### src/rtl/tri_transform_pkg.sv
// Shared types and constants for the triangle transform block: Q16.16 words,
// vertex/triangle/matrix layouts and the accumulator saturation helper.
package tri_transform_pkg;

    localparam int          FRAC_BITS_DEF = 16;
    localparam logic [31:0] FX_ONE        = 32'h0001_0000;
    localparam int          PROD_W        = 64;
    localparam int          ACC_W         = 66;
    localparam int          MAC_STEPS     = 48;

    // Component index 3=x, 2=y, 1=z, 0=w.
    typedef logic [3:0][31:0]       vertex_t;
    typedef vertex_t [2:0]          tri_t;
    typedef logic [3:0][3:0][31:0]  mat_t;

    typedef struct packed {
        logic [31:0] word;
        logic        sat;
    } sat_word_t;

    // Clamp a shifted accumulator value into the signed 32-bit range.
    function automatic sat_word_t saturate(input logic signed [ACC_W-1:0] value);
        sat_word_t r;
        r.sat = !((&value[ACC_W-1:31]) || !(|value[ACC_W-1:31]));
        if (r.sat) begin
            r.word = value[ACC_W-1] ? 32'h8000_0000 : 32'h7FFF_FFFF;
        end else begin
            r.word = value[31:0];
        end
        return r;
    endfunction

endpackage

### src/rtl/tri_transform_fx_mac.sv
// Two-stage fixed-point MAC: registered 32x32 signed product, then a 66-bit
// accumulate that emits a shifted, saturated word on the last term of a sum.
module fx_mac
    import tri_transform_pkg::*;
#(
    parameter int FRAC_BITS = FRAC_BITS_DEF
) (
    input  logic        clk_in,
    input  logic        rst_in,
    input  logic        clear,
    input  logic        issue,
    input  logic [31:0] mul_a,
    input  logic [31:0] mul_b,
    input  logic        word_end,
    input  logic [3:0]  tag,
    output logic        done,
    output logic [3:0]  done_tag,
    output logic [31:0] word,
    output logic        word_sat
);

    logic signed [PROD_W-1:0] prod_q;
    logic                     prod_vld_q;
    logic                     prod_end_q;
    logic [3:0]               prod_tag_q;
    logic signed [ACC_W-1:0]  acc_q;
    logic signed [ACC_W-1:0]  sum;
    logic signed [ACC_W-1:0]  shifted;
    sat_word_t                res;

    always_comb begin
        sum     = acc_q + $signed({{(ACC_W-PROD_W){prod_q[PROD_W-1]}}, prod_q});
        shifted = sum >>> FRAC_BITS;
        res     = saturate(shifted);
    end

    // NOTE: product/tag payload registers carry no reset; only the valid bit
    // and accumulator need a defined value, which keeps the multiplier path lean.
    always_ff @(posedge clk_in) begin
        if (issue) begin
            prod_q <= $signed(mul_a) * $signed(mul_b);
        end
        prod_end_q <= word_end;
        prod_tag_q <= tag;
    end

    // NOTE: all sequential state uses non-blocking assignment so every register
    // samples pre-edge values regardless of statement order.
    always_ff @(posedge clk_in) begin
        if (rst_in || clear) begin
            prod_vld_q <= 1'b0;
            acc_q      <= '0;
        end else begin
            prod_vld_q <= issue;
            if (prod_vld_q) begin
                acc_q <= prod_end_q ? '0 : sum;
            end
        end
    end

    assign done     = prod_vld_q && prod_end_q;
    assign done_tag = prod_tag_q;
    assign word     = res.word;
    assign word_sat = res.sat;

endmodule

### src/rtl/tri_transform.sv
// Triangle transform: captures a triangle and a 4x4 matrix, runs 48 serial MACs
// through fx_mac, and holds the transformed triangle until downstream accepts.
module tri_transform
    import tri_transform_pkg::*;
#(
    parameter int FRAC_BITS = FRAC_BITS_DEF
) (
    input  logic  clk_in,
    input  logic  rst_in,
    input  tri_t  tri_in,
    input  logic  last_in,
    input  logic  valid_in,
    output logic  ready_out,
    input  mat_t  mat_in,
    output tri_t  tri_out,
    output logic  last_out,
    output logic  valid_out,
    input  logic  ready_in,
    output logic  sat_out
);

    localparam logic [1:0] ST_IDLE = 2'd0;
    localparam logic [1:0] ST_MAC  = 2'd1;
    localparam logic [1:0] ST_HOLD = 2'd2;

    logic [1:0]  state_q;
    logic [5:0]  step_q;
    tri_t        tri_q;
    mat_t        mat_q;
    tri_t        res_q;
    logic        last_q;
    logic        sat_q;

    logic        accept;
    logic        mac_issue;
    logic [1:0]  mac_v;
    logic [1:0]  mac_k;
    logic [1:0]  mac_j;
    logic        mac_done;
    logic [3:0]  mac_done_tag;
    logic [31:0] mac_word;
    logic        mac_sat;

    assign accept = (state_q == ST_IDLE) && valid_in;

    // Step order: vertex 0..2, component 3..0, term 3..0.
    always_comb begin
        mac_issue = 1'b0;
        mac_v     = 2'd0;
        mac_k     = 2'd0;
        mac_j     = 2'd0;
        if (state_q == ST_MAC && step_q < 6'(MAC_STEPS)) begin
            mac_issue = 1'b1;
            mac_v     = step_q[5:4];
            mac_k     = ~step_q[3:2];
            mac_j     = ~step_q[1:0];
        end
    end

    fx_mac #(
        .FRAC_BITS (FRAC_BITS)
    ) u_fx_mac (
        .clk_in   (clk_in),
        .rst_in   (rst_in),
        .clear    (accept),
        .issue    (mac_issue),
        .mul_a    (mat_q[mac_k][mac_j]),
        .mul_b    (tri_q[mac_v][mac_j]),
        .word_end (mac_j == 2'd0),
        .tag      ({mac_v, mac_k}),
        .done     (mac_done),
        .done_tag (mac_done_tag),
        .word     (mac_word),
        .word_sat (mac_sat)
    );

    // Operands are frozen at acceptance so later mat_in/tri_in changes are invisible.
    always_ff @(posedge clk_in) begin
        if (accept) begin
            tri_q <= tri_in;
            mat_q <= mat_in;
        end
    end

    always_ff @(posedge clk_in) begin
        if (rst_in) begin
            state_q <= ST_IDLE;
            step_q  <= '0;
            res_q   <= '0;
            last_q  <= 1'b0;
            sat_q   <= 1'b0;
        end else begin
            case (state_q)
                ST_IDLE: begin
                    if (valid_in) begin
                        state_q <= ST_MAC;
                        step_q  <= '0;
                        last_q  <= last_in;
                        sat_q   <= 1'b0;
                    end
                end
                ST_MAC: begin
                    if (mac_done) begin
                        res_q[mac_done_tag[3:2]][mac_done_tag[1:0]] <= mac_word;
                        sat_q <= sat_q | mac_sat;
                    end
                    // The extra step drains the product register into the last word.
                    if (step_q == 6'(MAC_STEPS)) begin
                        state_q <= ST_HOLD;
                    end else begin
                        step_q <= step_q + 6'd1;
                    end
                end
                ST_HOLD: begin
                    if (ready_in) begin
                        state_q <= ST_IDLE;
                    end
                end
                default: state_q <= ST_IDLE;
            endcase
        end
    end

    assign ready_out = (state_q == ST_IDLE);
    assign valid_out = (state_q == ST_HOLD);
    assign tri_out   = res_q;
    assign last_out  = last_q;
    assign sat_out   = sat_q;

endmodule

### config.mk
export PLATFORM = sky130hd
export DESIGN_NAME = tri_transform
export DESIGN_NICKNAME = d
export VERILOG_FILES = /design/src/rtl/tri_transform_pkg.sv /design/src/rtl/tri_transform_fx_mac.sv /design/src/rtl/tri_transform.sv
export SDC_FILE = /design/constraint.sdc
export NUM_CORES = 2
export LEC_CHECK = 0
export ABC_AREA = 1
export CORE_AREA = 2 2 496 498
export DETAILED_ROUTE_END_ITERATION = 7
export DIE_AREA = 0 0 498 500
export GPL_TIMING_DRIVEN = 0
export HOLD_SLACK_MARGIN = 0.02
export PLACE_DENSITY = 0.69
export RECOVER_POWER = 50
export SETUP_SLACK_MARGIN = 0.15
export SLEW_MARGIN = 20
export SYNTH_ARGS = -nofsm -noshare
export SYNTH_HDL_FRONTEND = slang
export SYNTH_SLANG_ARGS = --single-unit
export TNS_END_PERCENT = 50
### constraint.sdc
create_clock -name clk_in -period 23.5 [get_ports clk_in]
set_input_delay 4.7 -clock clk_in [delete_from_list [all_inputs] [get_ports clk_in]]
set_output_delay 4.7 -clock clk_in [all_outputs]
set_load 0.05 [all_outputs]
* Word level (Yosys, flattened, before mapping)
Index checks and enable logic that the tools add are counted.
** Word-level totals
- Register bits :: 1426
- Bits in latches :: 0
- RAM bits :: 0
- ROM bits :: 0
- Input bits :: 901
- Word-level logic and storage cells :: 120
- Memories kept :: 0
** Operators by class
- Add/subtract/negate cells :: 2
- Multiply operators :: 1
- Div/mod/pow operators :: 0
- $lt $le $gt $ge :: 8
- Equal/unequal tests :: 8
- Shift operators :: 0
- Muxes and demuxes :: 30
- Bitwise logic cells :: 3
- Reductions and logical operators :: 19
** Operators by type and width (number)
- 128-bit binary-select mux with 2-bit select :: 2
- 384-bit bitwise mux :: 1
- 128-bit 2-to-1 mux :: 3
- 128-bit demux with 2-bit select :: 1
- 32-bit 2-to-1 mux :: 5
- 32-bit binary-select mux with 2-bit select :: 2
- 66-bit by 64-bit adder with 66-bit output :: 1
- 66-bit 2-to-1 mux :: 1
- 32-bit demux with 2-bit select :: 1
- 32-bit by 32-bit multiplier with 64-bit output :: 1
- 19-bit AND reduction :: 1
- 19-bit OR reduction :: 1
- 2-bit by 3-bit less-than comparator with 1-bit output (second input constant) :: 5
- 2-bit 2-to-1 mux :: 6
- 6-bit 2-to-1 mux :: 2
- 6-bit one-hot mux with 2 select lines :: 1
- 3-bit AND reduction :: 3
- 6-bit by 1-bit adder with 6-bit output (second input constant) :: 1
- 6-bit == test (second input constant) :: 1
- 6-bit less-than comparator (second input constant) :: 1
- 2-bit inequality test (second input constant) :: 3
- 2-bit one-hot mux with 3 select lines :: 1
- 1-bit logical AND :: 5
- 2-bit by 1-bit >= comparator with 1-bit output (second input constant) :: 2
- other kinds (12) :: 20

* Logic depth before layout (Yosys ltp)
- Depth in word-level cells :: 8
- Mapped depth :: 47
- Depth with buffers taken out :: 45

* By module
Synthesis repeated with hierarchy kept, for this count alone.
** Second synthesis, totals
- Cells, all modules :: 11685
- Area, all modules :: 99890.8 µm²
** Modules (own cells, without submodules)
- tri_transform :: times used 1, cells each 5317, area each 51819.7 µm²
- fx_mac :: times used 1, cells each 6368, area each 48071.1 µm²

* Worst setup path after synthesis
OpenSTA, ideal clock, no wires.
- Path kind :: input to register
- From :: input valid_in
- To :: register step_q[5]
- Library setup time :: 0.146 ns
- Arrival :: 24.868 ns
- Slack :: -1.513 ns
- Cell stages on the path :: 9
- Buffers on the path :: 0
- Path through :: nand2_1 -> inv_1 -> nor2_1 -> inv_1 -> nand2_1 -> nor2_1 -> nand2_1 -> o21ai_0 -> a21oi_1
** Between the ends
- Longest elaborated chain between the ends :: 2
** RTL lines
- start: declaration :: RTL line tri_transform.sv:12 : input logic valid_in,
- 2-bit inequality test (no line)
- 3-bit AND reduction (no line)
- end signal: assignment :: RTL line tri_transform.sv:111 : step_q <= step_q + 6'd1;
- end: declaration :: RTL line tri_transform.sv:27 : logic [5:0] step_q;
No other way between the ends.
A chain may end at the register's enable or synchronous reset.

* Final worst setup path
- From :: register state_q[0]
- To :: register u_fx_mac.prod_q[61] (data pin)
** Between the ends
- Longest elaborated chain between the ends :: 8
** RTL lines
- start: declaration :: RTL line tri_transform.sv:26 : logic [1:0] state_q;
- start signal: assignment :: RTL line tri_transform.sv:87 : state_q <= ST_IDLE;
- start signal: assignment :: RTL line tri_transform.sv:96 : state_q <= ST_MAC;
- start signal: assignment :: RTL line tri_transform.sv:109 : state_q <= ST_HOLD;
- 2-bit by 1-bit == test with 1-bit output :: RTL line tri_transform.sv:52 : if (state_q == ST_MAC && step_q < 6'(MAC_STEPS)) begin
- 1-bit logical AND :: RTL line tri_transform.sv:52
- 2-bit 2-to-1 mux :: RTL line tri_transform.sv:52
- net mac_k[1] :: RTL line tri_transform.sv:37 : logic [1:0] mac_k;
- 128-bit binary-select mux with 2-bit select :: RTL line tri_transform.sv:67 : .mul_a (mat_q[mac_k][mac_j]),
- 128-bit 2-to-1 mux (implied by the code) :: RTL line tri_transform.sv:67
- 32-bit binary-select mux with 2-bit select :: RTL line tri_transform.sv:67
- 32-bit 2-to-1 mux (implied by the code) :: RTL line tri_transform.sv:67
- 32-bit by 32-bit multiplier with 64-bit output :: RTL line tri_transform_fx_mac.sv:41 : prod_q <= $signed(mul_a) * $signed(mul_b);
- end signal: assignment :: RTL line tri_transform_fx_mac.sv:41
- end: declaration :: RTL line tri_transform_fx_mac.sv:22 : logic signed [PROD_W-1:0] prod_q;
The timed path passes the listed nets, and every way through them passes these cells. The select of a mux whose other input is x is not followed.

==> results.md <==
* Routed len/inst at 28.88 um
* Post-CTS Setup Inserts at 0
* Max-cap violation count at 9
* Unrepaired setup endpoints after global routing: false
* GRT Overall Usage at between 30% and 40%
* Cell row count at 182
* Dpl hpwl at 379500 um
* Skew-Pair Late Insertion Delay at 890 ps
* Count leader, synth: nand2_1
* Chip Height at about 500 um
* Largest area contributor in the netlist: edfxtp_1
* Gate Count Post-Synth at 10830
* Min-delay src: sat_out
* Routed wire length at 460000 um
* Worst flop-to-flop path startpoint: state_q[0]
* CTS clk-pin slew, worst paths at about 60 ps
* Worst Setup End Kind: flip-flop
* P&R area growth vs syn at 23.91%
* Post-synth EDFFs at 960
* Min-Delay Endpoint: sat_out
* Total number of vias at 85760
* Fmax at 68.83 MHz
* Ports at around 1300
* Port Buf Inserts at about 1300
* Outcome: finished with violations
* Sink Count at 1426
* Hold Buf Count CTS at 0
* Chip width at 498 um
* Vias in the first global route at 81980
* Syn nets at 13060
* Post-route cell area at 121000 um2
* Period Utilization, post-route at 61.82%
* WP buf/inv at 12
* FFs w/ async S/R, synth at 0%
* CP max FO at 10
* Initial Util at 39.96%
* Yosys top cell area share at 29.53%
* Grt ovf at 0
* Routability cong. at 1.083
* Worst R2R Setup Slack at between 8000 and 9000 ps
* PostCTS Resize Cnt at 0
* Total core area at 244300 um2
* Vias per cell at between 5 and 6
* CP max stage delay at ~1200 ps
* Syn avg cell area at about 9 um2
* WHS Path Cells at 1
* Post-synthesis cell area at 97640 um2
* Remaining antenna violation count at 0
* Final Setup Violations at 0
* Layout cells sized above 1 at 4.972%
* WP data arrival at 15090 ps
* Warnings from Yosys at 0
* Synth top area cells: edfxtp_1, fa_1, nand2_1, dfxtp_1, inv_1
* Seq/Total Area, Yosys at 39.08%
* Main synth FF type: edfxtp_1
* Reg2Reg Depth at 39
* Slowest cell on the critical path: nor2_1
* Cell variety after synth at 54
* Root Buffer: clkbuf_16
* Drt first pass iters at 7
* Clk buf depth at 3
* Top cell by count, worst path: inv_1
* Max Clock Skew at 105.1 ps
* # nets final at roughly 15000
* CTS tree: done
* Slew HR at -34.37%
* Max H-tree Level at 4
* Critical R2R Capture: u_fx_mac.prod_q[61]
* Top delay family on crit path: simple AND/OR/NAND/NOR gates
* Most instantiated cells after synthesis: nand2_1, inv_1, nor2_1, fa_1, edfxtp_1
* Num CTS Buffers at ~160
* Number of register bits inferred by synthesis at 1426
* Final Hold Viols at 0
* Worst Path Required at 24060 ps
* Maximum number of pins on one net before global-route repair at 39
* Post-route DRC violation count at 0
* Worst slew pin tran at 2016 ps
* Slew Viols, Final at roughly 230
* Die ar. at 249000 um2
* Number of fill cells at around 23000
* Area of placed instances at about 120000 um2
* CP Launch Type: flip-flop
* Hold Crit Class: flip-flop to flip-flop
* Tmin final at 14530 ps
* CP Class: flip-flop to flip-flop
* First-pass GRT wire length at between 600000 and 700000 um
* CP startpoint: state_q[0]
* Starting DRT DRC Count at about 11000
* Initial antenna violation count at 201
* Failing checks: max-capacitance violations, max-slew violations
## stage by stage
step / hold slack, ps / worst slack [ps] / std cells / util [%] / setup TNS [ps]
2_1_floorplan: 445.3 / 4528 / 10830 / - / 0
3_3_place_gp: 449.0 / -8212 / 15340 / 46.89 / -2845330
3_5_place_dp: 459.8 / 10540 / 15380 / 47.24 / 0
4_1_cts: 470.1 / 10540 / 15650 / 49.34 / 0
5_1_grt: 484.1 / 8907 / 15860 / 49.44 / 0
6_report: 469.5 / 8971 / 15930 / 49.51 / 0
## worst reg2reg max path, delay by kind of cell (launching register included)
kind,cells,cell delay (ps)
xor+xnor,1,90
simple gates,13,4860
buf+inv,12,3620
fa+ha+maj,9,4090
compound gates,4,1220
flops,1,360
## registers in the layout, summed over array words and instances, names as in the netlist
register             cells
mat_q                  512
tri_out                384
tri_q                  384
u_fx_mac.acc_q          66
u_fx_mac.prod_q         64
step_q                   6
u_fx_mac.done_tag        4
state_q                  2
last_out                 1
sat_out                  1
u_fx_mac.prod_end_q      1
u_fx_mac.prod_vld_q      1
## layout make-up
class	instances	area, um2	area share, %
buffer	526	2494	2.061
tap	3220	4029	3.330
clock buffer	197	4193	3.466
multi-input combinational	6972	49860	41.21
clock inverter	77	932.1	0.7705
sequential	1426	38160	31.54
timing repair buffer	1327	13470	11.14
inverter	1904	7148	5.908
antenna	279	698.2	0.5771
## layout by cell type, fill, tap and decap left out, types with 14 or more instances in the layout
cell,n
xnor2_1,39
a21oi_1,363
nor3_1,20
nand2_1,2515
buf_1,20
xor2_1,68
o21ai_0,117
buf_4,44
mux2i_1,14
inv_1,1835
clkbuf_16,157
ha_1,251
clkinv_1,36
a32o_1,52
fa_1,1082
diode_2,279
buf_12,18
clkdlybuf4s50_1,390
nor2_1,1427
clkinv_2,22
edfxtp_1,960
clkbuf_1,285
nand3_1,590
dlygate4sd3_1,898
buf_2,197
a221o_1,57
dfxtp_1,466
inv_2,53
a31oi_1,137
o22ai_1,43
o31ai_1,34
## cell families (layout without fill, tap and decap cells)
logic type	Yosys count	in the layout	share of synthesized area (%)
DFF	1426	1426	39.08
muxes	14	14	0.1435
and+or+nand+nor	4636	4636	18.92
AOI/OAI and AO/OA	881	881	5.609
adders and majority gates	1334	1334	25.42
buffers and inverters	2430	4031	9.866
other	0	279	0
xor gates and xnor gates	107	107	0.9598
## metal layers
metal	vias to the layer above	wire, um	GRT usage [%]
li1	37010	-	-
met1	41820	163100	42.95
met2	5508	203300	55.70
met3	1365	50730	10.03
met4	64	42360	27.93
met5	-	537	0.3859
## worst max path at each step
| stage | to | slack [ps] | cells past startpoint |
|---|---|---|---|
| final | u_fx_mac.prod_q[61] | 8970 | 39 |
| after global routing | u_fx_mac.prod_q[58] | 8910 | 37 |
| after floorplan | u_fx_mac.acc_q[55] | 4530 | 7 |
| after CTS | u_fx_mac.prod_q[60] | 10540 | 34 |
| after detailed placement | u_fx_mac.prod_q[60] | 10540 | 34 |
| after global placement | u_fx_mac.acc_q[55] | -8210 | 8 |
Power is left out: the tool's default activity adds up to more than one toggle a clock period on the data nets, which glitch-free logic cannot reach.
